===== src/rtl/mips_lsu_bus.sv =====
// Load/store unit front end: turns one CPU byte/half/word/dword access into one Avalon-MM transfer.
// Latency: strobe one cycle after accept, response 2+N cycles after accept (N = stall cycles); errors respond after 1.
// Backpressure: req_ready only in IDLE (one access outstanding); waitrequest holds the bus phase, optional timeout abort.
module mips_lsu_bus #(
  parameter int unsigned DATA_W  = 32,
  parameter int unsigned ADDR_W  = 32,
  parameter int unsigned TIMEOUT = 0
) (
  input  logic                   clk,
  input  logic                   reset,
  input  logic                   req_valid,
  output logic                   req_ready,
  input  logic                   req_write,
  input  logic [1:0]             req_size,
  input  logic                   req_signed,
  input  logic [ADDR_W-1:0]      req_addr,
  input  logic [DATA_W-1:0]      req_wdata,
  output logic                   resp_valid,
  output logic [DATA_W-1:0]      resp_rdata,
  output logic [1:0]             resp_err,
  output logic [ADDR_W-1:0]      address,
  output logic                   read,
  output logic                   write,
  output logic [DATA_W-1:0]      writedata,
  output logic [DATA_W/8-1:0]    byteenable,
  input  logic                   waitrequest,
  input  logic [DATA_W-1:0]      readdata
);

  localparam int unsigned BE_W  = DATA_W / 8;
  localparam int unsigned LB    = $clog2(BE_W);
  localparam int unsigned CNT_W = (TIMEOUT > 0) ? $clog2(TIMEOUT + 1) : 1;
  // Counter value at which the next stalled cycle is the TIMEOUT-th one.
  localparam logic [CNT_W-1:0] TO_LAST = (TIMEOUT > 0) ? CNT_W'(TIMEOUT - 1) : '0;

  localparam logic [1:0] ERR_OK    = 2'd0;
  localparam logic [1:0] ERR_ALIGN = 2'd1;
  localparam logic [1:0] ERR_TMO   = 2'd2;
  localparam logic [1:0] ERR_SIZE  = 2'd3;

  typedef enum logic [1:0] {S_IDLE, S_BUS, S_RESP} state_t;

  state_t              state_q, state_d;
  logic                read_q, read_d, write_q, write_d;
  logic [ADDR_W-1:0]   addr_q, addr_d;
  logic [BE_W-1:0]     be_q, be_d;
  logic [DATA_W-1:0]   wdata_q, wdata_d;
  logic [LB-1:0]       lane_q, lane_d;
  logic [1:0]          size_q, size_d;
  logic                signed_q, signed_d;
  logic [CNT_W-1:0]    cnt_q, cnt_d;
  logic                resp_valid_q, resp_valid_d;
  logic [DATA_W-1:0]   resp_rdata_q, resp_rdata_d;
  logic [1:0]          resp_err_q, resp_err_d;

  // Low 2^size lanes set; shifted into position by the caller.
  function automatic logic [BE_W-1:0] lanes_of(input logic [1:0] size);
    logic [BE_W-1:0] m;
    m = '0;
    for (int i = 0; i < int'(BE_W); i++) begin
      if (i < (1 << size)) m[i] = 1'b1;
    end
    return m;
  endfunction

  // Expand a per-byte enable into a per-bit mask.
  function automatic logic [DATA_W-1:0] bytes_to_bits(input logic [BE_W-1:0] be);
    logic [DATA_W-1:0] r;
    r = '0;
    for (int i = 0; i < int'(BE_W); i++) begin
      r[i*8 +: 8] = {8{be[i]}};
    end
    return r;
  endfunction

  logic [LB+2:0]       req_sh;
  logic [BE_W-1:0]     req_be;
  logic [DATA_W-1:0]   req_wd;
  logic                req_illegal;
  logic                req_misalign;
  logic [LB+2:0]       ld_sh;
  logic [DATA_W-1:0]   ld_raw, ld_mask, ld_data;
  logic                ld_sign;

  // Request decode: lane placement of store data and the two error checks.
  always_comb begin
    req_sh      = {req_addr[LB-1:0], 3'b000};
    req_be      = lanes_of(req_size) << req_addr[LB-1:0];
    req_wd      = (req_wdata << req_sh) & bytes_to_bits(req_be);
    req_illegal = (req_size == 2'd3) && (DATA_W < 64);
    unique case (req_size)
      2'd0:    req_misalign = 1'b0;
      2'd1:    req_misalign = req_addr[0];
      2'd2:    req_misalign = |req_addr[1:0];
      default: req_misalign = |req_addr[2:0];
    endcase
  end

  // Load alignment: bring the addressed lane to bit 0, keep 2^size bytes, then extend.
  always_comb begin
    ld_sh   = {lane_q, 3'b000};
    ld_raw  = readdata >> ld_sh;
    ld_mask = bytes_to_bits(lanes_of(size_q));
    // mask ^ (mask >> 1) isolates the top bit of the access, i.e. its sign bit
    ld_sign = signed_q & (|(ld_raw & (ld_mask ^ (ld_mask >> 1))));
    ld_data = (ld_raw & ld_mask) | (ld_sign ? ~ld_mask : '0);
  end

  // Next-state and registered-output logic of the IDLE/BUS/RESP controller.
  always_comb begin
    state_d      = state_q;
    read_d       = read_q;
    write_d      = write_q;
    addr_d       = addr_q;
    be_d         = be_q;
    wdata_d      = wdata_q;
    lane_d       = lane_q;
    size_d       = size_q;
    signed_d     = signed_q;
    cnt_d        = cnt_q;
    resp_valid_d = 1'b0;
    resp_rdata_d = resp_rdata_q;
    resp_err_d   = resp_err_q;
    unique case (state_q)
      S_IDLE: begin
        if (req_valid) begin
          if (req_illegal) begin
            state_d      = S_RESP;
            resp_valid_d = 1'b1;
            resp_err_d   = ERR_SIZE;
            resp_rdata_d = '0;
          end else if (req_misalign) begin
            state_d      = S_RESP;
            resp_valid_d = 1'b1;
            resp_err_d   = ERR_ALIGN;
            resp_rdata_d = '0;
          end else begin
            state_d  = S_BUS;
            read_d   = ~req_write;
            write_d  = req_write;
            addr_d   = {req_addr[ADDR_W-1:LB], {LB{1'b0}}};
            be_d     = req_be;
            wdata_d  = req_wd;
            lane_d   = req_addr[LB-1:0];
            size_d   = req_size;
            signed_d = req_signed;
            cnt_d    = '0;
          end
        end
      end
      S_BUS: begin
        if (!waitrequest) begin
          state_d      = S_RESP;
          read_d       = 1'b0;
          write_d      = 1'b0;
          resp_valid_d = 1'b1;
          resp_err_d   = ERR_OK;
          resp_rdata_d = write_q ? '0 : ld_data;
        end else if ((TIMEOUT != 0) && (cnt_q == TO_LAST)) begin
          state_d      = S_RESP;
          read_d       = 1'b0;
          write_d      = 1'b0;
          resp_valid_d = 1'b1;
          resp_err_d   = ERR_TMO;
          resp_rdata_d = '0;
        end else if (TIMEOUT != 0) begin
          cnt_d = cnt_q + CNT_W'(1);
        end
      end
      S_RESP: begin
        state_d = S_IDLE;
      end
      default: begin
        state_d = S_IDLE;
      end
    endcase
  end

  // State and output registers; reset clears everything and aborts any bus access.
  always_ff @(posedge clk or negedge reset) begin
    if (!reset) begin
      state_q      <= S_IDLE;
      read_q       <= 1'b0;
      write_q      <= 1'b0;
      addr_q       <= '0;
      be_q         <= '0;
      wdata_q      <= '0;
      lane_q       <= '0;
      size_q       <= '0;
      signed_q     <= 1'b0;
      cnt_q        <= '0;
      resp_valid_q <= 1'b0;
      resp_rdata_q <= '0;
      resp_err_q   <= '0;
    end else begin
      state_q      <= state_d;
      read_q       <= read_d;
      write_q      <= write_d;
      addr_q       <= addr_d;
      be_q         <= be_d;
      wdata_q      <= wdata_d;
      lane_q       <= lane_d;
      size_q       <= size_d;
      signed_q     <= signed_d;
      cnt_q        <= cnt_d;
      resp_valid_q <= resp_valid_d;
      resp_rdata_q <= resp_rdata_d;
      resp_err_q   <= resp_err_d;
    end
  end

  assign req_ready  = (state_q == S_IDLE);
  assign resp_valid = resp_valid_q;
  assign resp_rdata = resp_rdata_q;
  assign resp_err   = resp_err_q;
  assign address    = addr_q;
  assign read       = read_q;
  assign write      = write_q;
  assign writedata  = wdata_q;
  assign byteenable = be_q;

endmodule

===== config.mk =====
export PLATFORM = sky130hd
export DESIGN_NAME = mips_lsu_bus
export DESIGN_NICKNAME = d
export VERILOG_FILES = /design/src/rtl/mips_lsu_bus.sv
export SDC_FILE = /design/constraint.sdc
export NUM_CORES = 1
export LEC_CHECK = 0
export BUFFER_PORTS_ARGS = -buffer_cell sky130_fd_sc_hd__buf_2
export CAP_MARGIN = 20
export CORE_MARGIN = 2
export CORE_UTILIZATION = 40
export CTS_CLUSTER_SIZE = 40
export DETAILED_ROUTE_END_ITERATION = 8
export GPL_TIMING_DRIVEN = 1
export HOLD_SLACK_MARGIN = 0.03
export PLACE_DENSITY = 0.74
export SYNTH_ARGS = -nofsm -noshare
export SYNTH_HDL_FRONTEND = slang
export SYNTH_SLANG_ARGS = --single-unit
export TNS_END_PERCENT = 100

===== constraint.sdc =====
create_clock -name clk -period 1.63 [get_ports clk]
set_input_delay 0.4075 -clock clk [delete_from_list [all_inputs] [get_ports clk]]
set_output_delay 0.4075 -clock clk [all_outputs]
set_load 0.05 [all_outputs]

==> impl_results.md, run 1 <==
* Status: finished, violations left
* Failing checks: negative setup slack
* CP Max Fanout at 40
* Final GP Congestion at 0.906
* Synth Register Bits at 110
* Leakage power at 3.89 nW
* Initial Util at 41.0%
* Tmin final at 1660 ps
* CP Launch Type: flip-flop
* Root Buffer: clkbuf_16
* Drt initial violations at 313
* CTS tree: yes
* Dpl ws at -141 ps
* Post-route cell area at 7380 um^2
* Avg Inst Size Synth at 11.5 um^2
* Detailed placement HPWL at 11.5 mm
* Crit end category: flip-flop
* Slew @ Worst Pin at 569 ps
* Clock Skew at 9.87 ps
* Commonest non-fill, non-tap cells in the layout: buf_2, dfrtp_1, nand2_1, buf_4, mux2i_1
* Row cnt at 42
* Rel. slew slack at 62.0%
* Latest clock arrival within the worst-skew pair at 350 ps
* Dpl cell area at 6950 um^2
* Initial antenna violation count at 0
* Setup ws final at -34.1 ps
* Final period util at 102%
* Die outline height at 120 um
* Vias at 4786
* Die area at 14400 um^2
* Area Overhead vs Synth at 36.7%
* Final Power at 12.8 mW
* Most common cell after layout, fill and taps aside: buf_2
* Post-synthesis sequential area ratio at 51.0%
* IO Count at 210
* RSZ-0062 raised after global routing: true
* Min-Delay Path Class: input port to asynchronous set/reset pin
* Critical Path AT at 1900 ps
* Bufs on Longest Clock Path at 2
* DR pass1 iterations at 5
* Input/output buffers at 207
* First-pass GRT wire length at 24.4 mm
* Core Area at 13200 um^2
* Final cell count without fillers at 886
* CP Data Required Time at 1870 ps
* Diodes inserted at 0
* Via density at 5.40
* Ys flop type: dfrtp_1
* Layout cells sized above 1 at 47.6%
* Htree depth at 3
* Syn Inst Count at 468
* Final #Nets at 810
* Max_cap viols at 0
* Detailed-route DRC error count at 0
* DP Cell Count at 865
* Fmax at 601 MHz
* Final ANT Viol Nets at 0
* Die span in x at 120 um
* Total wire length at 15.7 mm
* Final hold viol count at 0
* Clock slew at reported path FFs at 70 ps
* Post-synth EDFFs at 0
* Mapped cell area at 5400 um^2
* Gr ovfl total at 0
* Ys async rst share at 100%
* Count of cell types in the netlist at 51
* Largest net degree at the start of global routing at 64
* Slew Viols, Final at 0
* WL per Instance at 17.7 um
* Clock sink count at 110
* # setup viols final at 23
* Worst hold slack at 29.5 ps
* Worst r2r path cells at 4
* Cts bufs inserted at 9
* Global Route Usage Sum at 21.5%
* Number of global-route vias before repair at 4766
* Syn. warnings at 0
* Peak VDD IR at 1.01 mV
* Setup CP Type: flip-flop to flip-flop
* PD cells at 1730 nW/um^2
-- timing repair --
item                       4_1_cts  5_1_grt
setup endpoints to repair       45       64
cloned                           1        1
hold buffers                     0        0
buffers inserted                 2        2
pin swaps                        1        4
gates resized for setup         10       13
-- cell usage after synthesis (4+ instances only) --
library cell / number / share of area [%]
a32o_1: 15 / 2.8
dfrtp_1: 110 / 51
buf_6: 4 / 0.83
mux2i_1: 32 / 5.9
nand2_1: 59 / 4.1
nor2b_1: 18 / 2.1
a32oi_1: 7 / 1.1
o21ai_0: 30 / 2.8
nor2_1: 12 / 0.83
nand3b_1: 8 / 1.1
buf_4: 8 / 1.1
clkbuf_1: 14 / 0.97
mux2_2: 24 / 5.0
buf_2: 11 / 1.0
a211o_1: 23 / 3.7
a221o_1: 9 / 1.7
mux2_4: 13 / 3.6
o211ai_1: 16 / 2.2
inv_1: 7 / 0.49
a22o_1: 8 / 1.3
-- registers in the layout (all words and copies together) (netlist names) --
name and count:
writedata 32, resp_rdata 32, size_q 2, resp_valid 1
lane_q 2, resp_err 2, read 1, byteenable 4
write 1, address 30, state_q 2, signed_q 1
-- where the power goes --
part	leakage, nW	internal (mW)	switching, mW	total [mW]
clock	0.149	1.27	0.994	2.26
sequential	1.41	3.56	0.537	4.10
combinational	2.33	1.94	4.45	6.39
-- critical path, stage by stage, from the launching register on --
cell and delay [ps]:
dfrtp_1 410, or3b_4 420, o21bai_4 220, buf_12 180
mux2_4 310
-- metal layers --
metal | global-route usage (%) | vias up | part of all wire, %
met3 | 4.25 | 24 | 7.2
met4 | 8.82 | 0 | 2.3
met5 | 0 | - | 0
li1 | - | 2196 | -
met1 | 27.2 | 2357 | 41
met2 | 36.1 | 209 | 50
-- stage by stage --
step                setup TNS [ps]  util [%]
global route                 -2270      56.0
CTS                           -403      55.4
floorplan                    -1460         -
global placement             -3050      52.7
detailed placement           -5840      52.7
finish                        -388      56.0
-- kinds of logic (layout without fill, tap and decap cells) --
group | after synthesis | after routing | synth area share, %
buffers and inverters | 45 | 284 | 4.49
other | 1 | 2 | 0.0694
flip-flops | 110 | 110 | 51.0
multiplexers | 69 | 69 | 14.5
XOR/XNOR | 2 | 2 | 0.324
AND/OR/NAND/NOR | 118 | 118 | 11.5
AO/OA/AOI/OAI | 123 | 125 | 18.1
-- final cells by class --
cell class	instances	area, um^2
Fill cell	1180	5810
Clock buffer	12	256
Multi-Input combinational cell	316	2500
Sequential cell	110	2760
Timing Repair Buffer	262	1580
Clock inverter	3	43.8
Inverter	7	26.3
Tap cell	176	220
-- final timing paths --
kind	from	endpoint	slack [ps]
min reg2reg	resp_rdata[17]$_DFFE_PN0P_	resp_rdata[17]$_DFFE_PN0P_	480
max	state_q[0]$_DFFE_PN0P_	byteenable[0]$_DFFE_PN0P_	-30
max in group asynchronous	reset	write$_DFFE_PN0P_	1250
min	reset	address[18]$_DFFE_PN0P_	30
min in group clk	req_write	read$_DFFE_PN0P_	240
max reg2reg	state_q[0]$_DFFE_PN0P_	byteenable[0]$_DFFE_PN0P_	-30
Power figures use the tool's default switching activity.
==> run 2: changes to the inputs <==
HOLD_SLACK_MARGIN = 0.06   (was 0.03)
TNS_END_PERCENT = 5   (was 100)
==> impl_results.md, run 2 (synthesis gave the netlist of run 1 again) <==
* Post-route cell area at 7380 um^2 (about the same)
* Critical Path AT at 1870 ps (-30 ps)
* Final #Nets at 816 (+0.74%)
* Clock sink count at 110 (unchanged)
* Number of global-route vias before repair at 4828 (+1.3%)
* Gr ovfl total at 0 (unchanged)
* Worst hold slack at 67.3 ps (+37.8 ps)
* Reg area at 2760 um^2 (unchanged)
* Crit end category: flip-flop
* CTS tree: yes
* Share of power burned in registers at 32.3% (about the same)
* Root Buffer: clkbuf_16
* Clock slew at reported path FFs at 70 ps (about the same)
* Filler cells at 1156 (-2.0%)
* CP Max Fanout at 39 (-2.5%)
* Slew Viols, Final at 0 (unchanged)
* DR pass1 iterations at 5 (unchanged)
* Final period util at 100% (-1.7 points)
* Commonest non-fill, non-tap cells in the layout: buf_2, dfrtp_1, nand2_1, buf_4, mux2i_1
* Input/output buffers at 207 (unchanged)
* Post-CTS Hold Buffers at 0 (unchanged)
* Sw frac at 46.7% (-0.23 points)
* Switch Pwr at 5.90 mW (-1.4%)
* Leakage power at 3.89 nW (about the same)
* Setup CP Type: flip-flop to flip-flop
* WL per Instance at 16.9 um (-5.0%)
* Rel. slew slack at 56.4% (-5.6 points)
* Comb pwr share at 50.4% (+0.3 points)
* Drt initial violations at 239 (-24%)
* Peak VDD IR at 0.824 mV (-18%)
* Die span in x at 120 um (unchanged)
* Total wire length at 15.0 mm (-4.3%)
* Latest clock arrival within the worst-skew pair at 350 ps (about the same)
* Dpl cell area at 6980 um^2 (+0.41%)
* Htree depth at 3 (unchanged)
* Detailed-route DRC error count at 0 (unchanged)
* Power share of the clock group at 17.3% (-0.4 points)
* Initial antenna violation count at 1 (+1)
* Power Internal at 6.73 mW (-0.54%)
* Slew @ Worst Pin at 652 ps (+83.7 ps)
* Via density at 5.31 (-1.7%)
* Largest net degree at the start of global routing at 57 (-11%)
* Status: finished, violations left
* Bufs on Longest Clock Path at 2 (unchanged)
* Multi-input gate area at 2480 um^2 (-0.85%)
* Clock Skew at 6.97 ps (-2.90 ps)
* CP Data Required Time at 1860 ps (about the same)
* Vias at 4736 (-1.0%)
* Core Area at 13200 um^2 (unchanged)
* Die area at 14400 um^2 (unchanged)
* Initial Util at 41.0% (unchanged)
* Final GP Congestion at 0.862 (-4.9%)
* Tmin final at 1640 ps (-27.7 ps)
* PD cells at 1710 nW/um^2 (-0.94%)
* Global Route Usage Sum at 21.0% (-0.51 points)
* Area Overhead vs Synth at 36.7% (about the same)
* Diodes inserted at 0 (unchanged)
* Setup ws final at -6.43 ps (+27.7 ps)
* Failing checks: negative setup slack
* Detailed placement HPWL at 11.2 mm (-2.6%)
* Die outline height at 120 um (unchanged)
* Most common cell after layout, fill and taps aside: buf_2
* Layout cells sized above 1 at 47.5% (-0.12 points)
* IO Count at 210 (unchanged)
* Final ANT Viol Nets at 0 (unchanged)
* Final hold viol count at 0 (unchanged)
* Row cnt at 42 (unchanged)
* # setup viols final at 2 (-91%)
* RSZ-0062 raised after global routing: true
* First-pass GRT wire length at 24.2 mm (-0.71%)
* Fmax at 611 MHz (+1.7%)
* Max_cap viols at 0 (unchanged)
* Min-Delay Path Class: input port to asynchronous set/reset pin
* Cts bufs inserted at 9 (unchanged)
* CP Launch Type: flip-flop
[run 2: changes by cell type in the layout (fill, tap and decap cells not counted), moves of 2 or more]
cell,previous run,this run
buf_4,43,51
clkinvlp_4,0,2
nand3_2,2,0
nand3_1,1,3
[run 2: worst paths after layout]
check | depth (start not counted) | to | start | slack (ps)
max | 4 | byteenable[0]$_DFFE_PN0P_ | state_q[1]$_DFFE_PN0P_ | -6
min | 2 | address[15]$_DFFE_PN0P_ | reset | 70
max reg2reg | 4 | byteenable[0]$_DFFE_PN0P_ | state_q[1]$_DFFE_PN0P_ | -6
min reg2reg | 2 | writedata[8]$_DFFE_PN0P_ | writedata[8]$_DFFE_PN0P_ | 480
max in group asynchronous | 2 | address[20]$_DFFE_PN0P_ | reset | 1310
min in group clk | 2 | read$_DFFE_PN0P_ | req_write | 270
[run 2: worst max-delay path, stage by stage (launching register included)]
cell and delay, ps:
dfrtp_1 380, or3b_4 410, o21bai_4 220, buf_12 190
mux2_4 310
[run 2: repair_timing]
action	CTS	global route
setup endpoints to repair	42	56
pin swaps	2	3
buffers inserted	1	1
gates cloned	2	0
gates resized for setup	9	10
[run 2: final cells by class]
type / count / area share (%)
flip-flops and latches: 110 / 37.3
well taps: 176 / 2.98
clock inverters: 3 / 0.610
inverters: 7 / 0.356
repair buffers: 268 / 21.8
multi-input cells: 316 / 33.6
clock buffers: 12 / 3.34
[run 2: metrics by stage]
step           utilization (%)  instances  worst slack, ps  power (mW)  TNS, ps
2_1_floorplan                -        469             -101        8.66    -2230
3_3_place_gp              52.9        873            -76.8        10.3    -2850
3_5_place_dp              52.9        873             -171        10.4    -5160
4_1_cts                   55.5        891            -4.17        12.7    -11.4
5_1_grt                   56.0        892            -53.4        13.3     -948
6_report                  56.0        892            -6.43        12.6    -7.27
[run 2: metal layers]
layer,global-route usage [%],share of wire [%],vias up
met2,33.7,48,179
met4,8.90,2.2,2
li1,-,-,2202
met5,0,0.086,-
met3,5.28,7.2,30
met1,27.1,43,2323
[run 2: power by group through the flow]
stage | Clock (mW) | Sequential, mW | Combinational (mW)
floorplan | 0 | 6.82 | 1.84
global placement | 0 | 4.09 | 6.17
detailed placement | 0 | 4.11 | 6.26
CTS | 2.26 | 4.08 | 6.33
global route | 2.39 | 4.20 | 6.68
finish | 2.19 | 4.08 | 6.36
==> run 3: changes to the inputs <==
SKIP_LAST_GASP = 1   (was default)
==> impl_results.md, run 3 (synthesis gave the netlist of run 1 again) <==
* Core Area at 13200 um^2 (unchanged)
* Final Core Density at 55.8% (-0.13 points)
* Cts bufs inserted at 9 (unchanged)
* Slew Viols, Final at 0 (unchanged)
* Min-Delay Path Class: input port to asynchronous set/reset pin
* Gr ovfl total at 0 (unchanged)
* Setup CP Type: flip-flop to flip-flop
* Vias at 4735 (-0.021%)
* Tmin final at 1660 ps (+23.0 ps)
* Worst R2R Setup Slack at -30 ps (-20 ps)
* Drt initial violations at 253 (+5.9%)
* RR Endpoint: byteenable[0]$_DFFE_PN0P_
* Die area at 14400 um^2 (unchanged)
* Status: finished, violations left
* Global Route Usage Sum at 21.0% (unchanged)
* Diodes inserted at 0 (unchanged)
* Area Overhead vs Synth at 36.3%
* Detailed placement HPWL at 11.2 mm (unchanged)
* Failing checks: negative setup slack
* Final GP Congestion at 0.862 (unchanged)
* CP Max Fanout at 39 (unchanged)
* Detailed-route DRC error count at 0 (unchanged)
* Final hold viol count at 0 (unchanged)
* # setup viols final at 25 (+23)
* Total wire length at 15.1 mm (+0.17%)
* Clock Skew at 8.28 ps (+1.31 ps)
* Setup crit start: state_q[0]$_DFFE_PN0P_
* Post-CTS Hold Buffers at 0 (unchanged)
* Htree depth at 3 (unchanged)
* Final ANT Viol Nets at 0 (unchanged)
* Rel. slew slack at 57.4% (+1.0 points)
* Final period util at 102% (+1.4 points)
* Cell Chain, Critical Path: or3b_4 -> o21bai_4 -> buf_12 -> mux2_4
* Clock slew at reported path FFs at 70 ps (about the same)
* Initial antenna violation count at 1 (unchanged)
* DR pass1 iterations at 5 (unchanged)
* Most common cell after layout, fill and taps aside: buf_2
* Initial Util at 41.0% (unchanged)
* Crit-path max cell delay at 410 ps (about the same)
* Start of the worst register-to-register path: state_q[0]$_DFFE_PN0P_
* PD cells at 1710 nW/um^2 (about the same)
* Fmax at 603 MHz (-1.4%)
* Number of global-route vias before repair at 4828 (unchanged)
* Bufs on Longest Clock Path at 2 (unchanged)
* First-pass GRT wire length at 24.2 mm (unchanged)
* Setup ws final at -29.5 ps (-23.0 ps)
* RSZ-0062 raised after global routing: true
* Max_cap viols at 0 (unchanged)
* Via density at 5.31 (about the same)
* Die span in x at 120 um (unchanged)
* Final #Nets at 815 (-0.12%)
* Root Buffer: clkbuf_16
* Clock sink count at 110 (unchanged)
* Input/output buffers at 207 (unchanged)
* Die outline height at 120 um (unchanged)
* WL per Instance at 16.9 um (+0.29%)
* Post-route cell area at 7360 um^2 (-0.24%)
* Latest clock arrival within the worst-skew pair at 350 ps (about the same)
* CP Data Required Time at 1860 ps (about the same)
* Largest net degree at the start of global routing at 57 (unchanged)
* Crit end category: flip-flop
* Worst r2r path cells at 4 (unchanged)
* CP Launch Type: flip-flop
* Peak VDD IR at 0.826 mV (+0.23%)
* CTS tree: yes
* Layout cells sized above 1 at 47.3% (-0.21 points)
* Row cnt at 42 (unchanged)
* Dpl cell area at 6980 um^2 (unchanged)
* Commonest non-fill, non-tap cells in the layout: buf_2, dfrtp_1, nand2_1, buf_4, mux2i_1
* Critical Path AT at 1890 ps (+20 ps)
* Leakage power at 3.88 nW (-0.27%)
* Slew @ Worst Pin at 637 ps (-15.2 ps)
* IO Count at 210 (unchanged)
* CP max-delay cell: or3b_4
run 3: repair_timing:
item                                    CTS  global route
endpoints found under the setup margin   42            72
gates cloned                              2             0
buffers inserted                          1             0
resized for setup                         7             7
pin swaps                                 0             2
run 3: final cells by class:
cell class,instances,area [um^2]
Clock buffer,12,246
Clock inverter,3,45.0
Fill cell,1161,5830
Inverter,7,26.3
Multi-Input combinational cell,316,2480
Sequential cell,110,2760
Tap cell,176,220
Timing Repair Buffer,267,1590
run 3: how the worst max path moves through the flow:
stage,to,slack (ps),depth (start not counted)
after floorplan,address[20]$_DFFE_PN0P_,-100,5
after global routing,writedata[10]$_DFFE_PN0P_,-80,3
after CTS,resp_rdata[8]$_DFFE_PN0P_,-30,5
final,byteenable[0]$_DFFE_PN0P_,-30,4
after global placement,address[15]$_DFFE_PN0P_,-80,5
after detailed placement,writedata[10]$_DFFE_PN0P_,-170,6
run 3: worst max-delay path, delay by kind of cell (launching register included):
kind	cells	cell delay [ps]
muxes	1	310
buffers and inverters	1	190
and+or+nand+nor	1	410
AOI/OAI and AO/OA	1	220
DFF	1	400
run 3: through the flow:
stage	worst slack (ps)	setup TNS (ps)	hold slack [ps]	total power, mW	cells
after floorplan	-101	-2230	112	8.66	469
after detailed placement	-171	-5160	451	10.4	873
after global placement	-76.8	-2850	441	10.3	873
final	-29.5	-287	70.5	12.6	891
after CTS	-34.1	-277	74.1	12.7	891
after global routing	-76.4	-2390	82.0	13.2	891
run 3: routing by layer:
| layer | part of all wire, % | routed length (um) | track usage, % |
|---|---|---|---|
| met1 | 42 | 6370 | 27.1 |
| met2 | 48 | 7180 | 33.7 |
| met3 | 7.8 | 1180 | 5.28 |
| met4 | 2.1 | 321 | 8.90 |
| met5 | 0.086 | 13 | 0 |
run 3: report_power, final:
part	switching, mW	internal (mW)
Combinational	4.42	1.92
Clock	0.961	1.23
Sequential	0.516	3.57
